$ cat config.mk
export PLATFORM = sky130hd
export DESIGN_NAME = bch_syndrome_unit
export DESIGN_NICKNAME = d
export VERILOG_FILES = /design/src/rtl/bch_pkg.sv /design/src/rtl/bch_synd_cell.sv /design/src/rtl/bch_syndrome_unit.sv
export SDC_FILE = /design/constraint.sdc
export NUM_CORES = 1
export LEC_CHECK = 0
export CORE_MARGIN = 1.5
export CORE_UTILIZATION = 48
export DETAILED_ROUTE_END_ITERATION = 10
export PLACE_DENSITY = 0.77
export SETUP_SLACK_MARGIN = 0.15
export SKIP_LAST_GASP = 1
export SYNTH_ARGS = -nofsm -noshare
export SYNTH_HDL_FRONTEND = slang
export SYNTH_SLANG_ARGS = --single-unit
$ cat constraint.sdc
create_clock -name clk -period 1.6 [get_ports clk]
set_input_delay 0.32 -clock clk [delete_from_list [all_inputs] [get_ports clk]]
set_output_delay 0.32 -clock clk [all_outputs]
set_load 0.1 [all_outputs]
$ cat src/rtl/bch_pkg.sv
// Shared GF(2^M) helpers and state type for the BCH syndrome unit.
// Field arithmetic is done on 8-bit operands so one function covers M = 3..8.
package bch_pkg;

   typedef enum logic [0:0] {COLLECT, OUTPUT} synd_state_t;

   // Shift-and-add multiply, reducing by prim_poly after every shift
   function automatic logic [7:0] gf_mul_const(
      input logic [7:0] value,
      input logic [7:0] c,
      input logic [8:0] prim_poly,
      input int         m
   );
      logic [8:0] acc;
      acc = '0;
      for (int i = 7; i >= 0; i--) begin
         if (i < m) begin
            acc = acc << 1;
            if (acc[m]) acc = acc ^ prim_poly;
            if (c[i]) acc = acc ^ {1'b0, value};
         end
      end
      return acc[7:0];
   endfunction

   function automatic logic [7:0] gf_alpha_pow(
      input int         j,
      input logic [8:0] prim_poly,
      input int         m
   );
      logic [8:0] p;
      p = 9'd1;
      for (int k = 0; k < j; k++) begin
         p = p << 1;
         if (p[m]) p = p ^ prim_poly;
      end
      return p[7:0];
   endfunction

endpackage

$ cat src/rtl/bch_synd_cell.sv
// One syndrome accumulator S_J: S <= S * alpha^J + bit on every enabled beat.
// nz flags a non-zero next value so the top can register the all-zero flag.
module bch_synd_cell
   import bch_pkg::*;
#(
   parameter int         M         = 4,
   parameter int         J         = 1,
   parameter logic [M:0] PRIM_POLY = 5'b10011
) (
   input  logic         clk,
   input  logic         rst,
   input  logic         clr,
   input  logic         en,
   input  logic         in_bit,
   output logic [M-1:0] s,
   output logic         nz
);

   localparam logic [8:0] POLY9 = 9'(PRIM_POLY);
   localparam logic [7:0] ALPHA = gf_alpha_pow(J, POLY9, M);

   logic [7:0] s_ext;
   logic [7:0] nxt;

   always_comb begin
      s_ext = '0;
      s_ext[M-1:0] = s;
      nxt = gf_mul_const(s_ext, ALPHA, POLY9, M) ^ 8'(in_bit);
      nz = |nxt;
   end

   always_ff @(posedge clk) begin
      if (rst || clr) begin
         s <= '0;
      end else if (en) begin
         s <= nxt[M-1:0];
      end
   end

endmodule

$ cat src/rtl/bch_syndrome_unit.sv
// Bit-serial BCH syndrome calculator: collects one frame MSB first,
// then holds S_1..S_2T with zero and length-error flags until taken.
module bch_syndrome_unit
   import bch_pkg::*;
#(
   parameter int         M         = 4,
   parameter int         N         = 15,
   parameter int         T         = 2,
   parameter logic [M:0] PRIM_POLY = 5'b10011
) (
   input  logic             clk,
   input  logic             rst,
   input  logic             in_valid,
   output logic             in_ready,
   input  logic             in_bit,
   input  logic             in_last,
   output logic             synd_valid,
   input  logic             synd_ready,
   output logic [2*T*M-1:0] synd_data,
   output logic             synd_zero,
   output logic             len_err
);

   localparam int CW = (N > 1) ? $clog2(N) : 1;
   localparam logic [CW-1:0] LAST_CNT = CW'(N - 1);

   if (N > (1 << M) - 1 || PRIM_POLY[M] == 1'b0) begin : g_bad_cfg
      $fatal(1, "bch_syndrome_unit: bad N or PRIM_POLY");
   end

   synd_state_t     state;
   synd_state_t     state_next;
   logic [CW-1:0]   cnt;
   logic            zero_q;
   logic            len_q;
   logic            accept;
   logic            at_end;
   logic            end_acc;
   logic            clr;
   logic [2*T-1:0]  nz;

   always_comb begin
      state_next = state;
      in_ready   = (state == COLLECT);
      synd_valid = (state == OUTPUT);
      accept     = in_valid & in_ready;
      at_end     = (cnt == LAST_CNT);
      end_acc    = accept & (in_last | at_end);
      clr        = synd_valid & synd_ready;
      if (end_acc) begin
         state_next = OUTPUT;
      end else if (clr) begin
         state_next = COLLECT;
      end
   end

   always_ff @(posedge clk) begin
      if (rst) begin
         state <= COLLECT;
      end else begin
         state <= state_next;
      end
   end

   // Counter holds at the final beat, so it never needs to wrap
   always_ff @(posedge clk) begin
      if (rst || clr) begin
         cnt    <= '0;
         zero_q <= 1'b0;
         len_q  <= 1'b0;
      end else if (end_acc) begin
         zero_q <= ~|nz;
         len_q  <= in_last ^ at_end;
      end else if (accept) begin
         cnt <= cnt + 1'b1;
      end
   end

   for (genvar j = 0; j < 2 * T; j++) begin : g_cell
      bch_synd_cell #(
         .M         (M),
         .J         (j + 1),
         .PRIM_POLY (PRIM_POLY)
      ) u_cell (
         .clk    (clk),
         .rst    (rst),
         .clr    (clr),
         .en     (accept),
         .in_bit (in_bit),
         .s      (synd_data[j*M +: M]),
         .nz     (nz[j])
      );
   end

   assign synd_zero = zero_q;
   assign len_err   = len_q;

endmodule

==> results.json <==
{
  "outcome": "finished, final reports clean",
  "ctsHoldBuffers": 0,
  "wl_per_cell_um": 14.3,
  "ys_seq_elements": 23,
  "routed_wl_um": 2660,
  "critPathLaunchType": "flop",
  "hold_class": "reg -> reg",
  "vias_per_cell": 5.41,
  "antenna_left": 0,
  "synth_top_cell_area_share_pct": 41.5,
  "r2r_cells": 4,
  "tns_ns": 0,
  "finalHoldViolations": 0,
  "dp_hpwl_um": 1940,
  "remaining_drc_errors": 0,
  "whs_path_depth": 2,
  "grt_pass1_vias": 990,
  "endpoint_kind": "flop",
  "drtPass1Iterations": 4,
  "slew_violations": 0,
  "root_buffer": "clkbuf_4",
  "grt_pass1_wl_um": 4510,
  "fin_worst_skew_ns": 0.00471,
  "worst-setup-path-type": "reg -> reg",
  "gp_congestion": 0.800,
  "rrSetupSlack_ns": 0.20,
  "r2r_start": "g_cell[1].u_cell.s[2]",
  "ioPinCount": 26,
  "cp.arrival_ns": 1.67,
  "hold_start": "synd_zero",
  "cts_buffer_depth": 2,
  "die_w_um": 51.1,
  "hold_path_end": "synd_zero",
  "clk_latency_ns": 0.33,
  "syn-num-nets": 138,
  "power_density_nw_per_um2": 832,
  "avgSynthCellArea_sq_um": 8.60,
  "fin_util_pct": 78.6,
  "whs_ns": 0.530,
  "min_period_ns": 1.40,
  "netlist_area_sq_um": 1110,
  "start_util_pct": 50.7,
  "worstMarginPinSlew_ns": 0.254,
  "rsz0062_at_grt": "false",
  "diodes": 0,
  "yosysTopAreaCell": "dfxtp_1",
  "cp.required_ns": 1.87,
  "p_leak_nw": 0.657,
  "cts_buffers": 3,
  "timing.final.crit_share_pct": 87.6,
  "fmax_mhz": 713,
  "final_net_count": 168,
  "drive_above_1_share_pct": 36.1,
  "synthTopCellsByArea": "dfxtp_1, xnor2_1, xor2_1, nor2_1, nand2_1",
  "slew_headroom_pct": 83.0,
  "antenna_found_initial": 0,
  "core_area_sq_um": 2190,
  "die-area_sq_um": 2610,
  "path_clk_slew_ns": 0.13,
  "cts_tree": "done",
  "peakVddDrop_uv": 610,
  "ys_types": 28,
  "crit_path_max_fanout": 7,
  "reg2reg_to": "synd_zero",
  "htree_levels": 1,
  "yosysWarnings": 0,
  "port_buffers": 25,
  "final-setup-viol-count": 0,
  "cts.sink_count": 23,
  "ys_seq_area_share_pct": 41.5,
  "via_count": 1007,
  "overflow": 0,
  "first_iter_violations": 16,
  "row_count": 17,
  "cap_violations": 0,
  "die_h_um": 51.1,
  "areaGrowthSynthToFinish_pct": 55.2,
  "syn_inst": 129,
  "grt_max_degree": 16,
  "grt.total_usage_pct": 23.4
}
## repair_timing
action,in CTS,in global routing
setup buffers,0,3
pin swaps,0,3
gates cloned,0,0
gates resized for setup,3,7
endpoints found under the setup margin,5,3
## logic make-up (layout without fill, tap and decap cells)
logic type | count (synthesis) | count (layout) | share of synthesized area, %
muxes | 2 | 2 | 1.80
buffers and inverters | 13 | 42 | 6.43
adders and majority gates | 3 | 3 | 3.38
AOI/OAI and AO/OA | 21 | 21 | 12.3
DFF | 23 | 23 | 41.5
and+or+nand+nor | 50 | 50 | 21.2
xor gates and xnor gates | 17 | 17 | 13.4
## critical path, cell delays in order (launching register included)
cell     delay (ns)
dfxtp_4        0.39
or4_1          0.52
mux2i_1        0.16
o21ai_0        0.13
o21ai_1        0.15
## flip-flops by register name, indices dropped and copies added (netlist names)
name / flops
g_cell.u_cell.s: 16
cnt: 4
len_err: 1
synd_valid: 1
synd_zero: 1
## layout make-up
type	instances	area [sq um]
Clock inverter	1	5.00
Fill cell	140	468
Sequential cell	23	488
Inverter	3	11.3
Timing Repair Buffer	35	526
Clock buffer	3	22.5
Multi-Input combinational cell	93	636
Tap cell	28	35.0
## how the worst max path moves through the flow
| stage | from | to | slack, ns | cells past startpoint |
|---|---|---|---|---|
| after floorplan | g_cell[1].u_cell.s[2] | synd_zero | 0.08 | 5 |
| after detailed placement | in_valid | g_cell[3].u_cell.s[2] | -0.03 | 6 |
| after global routing | g_cell[1].u_cell.s[3] | synd_zero | 0.15 | 4 |
| final | g_cell[1].u_cell.s[2] | synd_zero | 0.20 | 4 |
| after global placement | in_last | len_err | -0.01 | 6 |
| after CTS | cnt[0] | len_err | 0.16 | 7 |
## synth_stat cells
master	n
nand2_1	13
inv_1	3
clkbuf_1	3
nand2b_1	3
o21ai_0	3
ha_1	3
a211oi_1	6
nor2b_1	1
a21o_1	1
or3_1	2
o21ai_1	1
dfxtp_1	23
xnor2_1	9
buf_2	3
a2111oi_2	1
mux2i_1	2
nand4_1	2
or3_4	1
or4_1	2
buf_4	3
and3_1	1
buf_6	1
nor3_1	2
a311oi_1	1
nand3_1	6
xor2_1	8
a21oi_1	8
nor2_1	17
## routing by layer
layer	vias up	global-route usage [%]	part of all wire, %
met5	-	0	0
met4	0	12.2	3.0
met3	9	3.80	3.9
met2	25	41.6	52
met1	478	26.7	42
li1	495	-	-
## per-stage QoR
| stage | power [mW] | std cells | worst slack (ns) | instance area (sq um) |
|---|---|---|---|---|
| final | 1.43 | 186 | 0.198 | 1720 |
| after global routing | 1.49 | 186 | 0.152 | 1720 |
| after CTS | 1.42 | 183 | 0.160 | 1670 |
| after detailed placement | 1.14 | 179 | -0.0279 | 1630 |
| after global placement | 1.13 | 179 | -0.0140 | 1630 |
| after floorplan | 0.971 | 129 | 0.0836 | 1150 |
## layout by cell type, fill, tap and decap left out, types with 2 or more instances in the layout
| master | n |
|---|---|
| xor2_1 | 8 |
| or3_1 | 2 |
| dfxtp_1 | 7 |
| nand2_1 | 13 |
| clkdlybuf4s50_1 | 5 |
| nand4_1 | 2 |
| ha_4 | 2 |
| dfxtp_2 | 13 |
| a211oi_1 | 6 |
| mux2i_1 | 2 |
| clkbuf_4 | 3 |
| dfxtp_4 | 3 |
| nand3_1 | 5 |
| a21oi_1 | 8 |
| nand2b_1 | 2 |
| buf_4 | 10 |
| or4_1 | 2 |
| nor2_1 | 17 |
| buf_12 | 20 |
| xnor2_1 | 9 |
| inv_1 | 2 |
| nor3_1 | 2 |
| o21ai_0 | 3 |
## report_power, final
group,total (mW),switching (mW),internal [mW]
sequential,0.656,0.0515,0.604
combinational,0.493,0.297,0.197
clock,0.284,0.190,0.0940
Note: power is estimated with default switching activity, not from simulation.
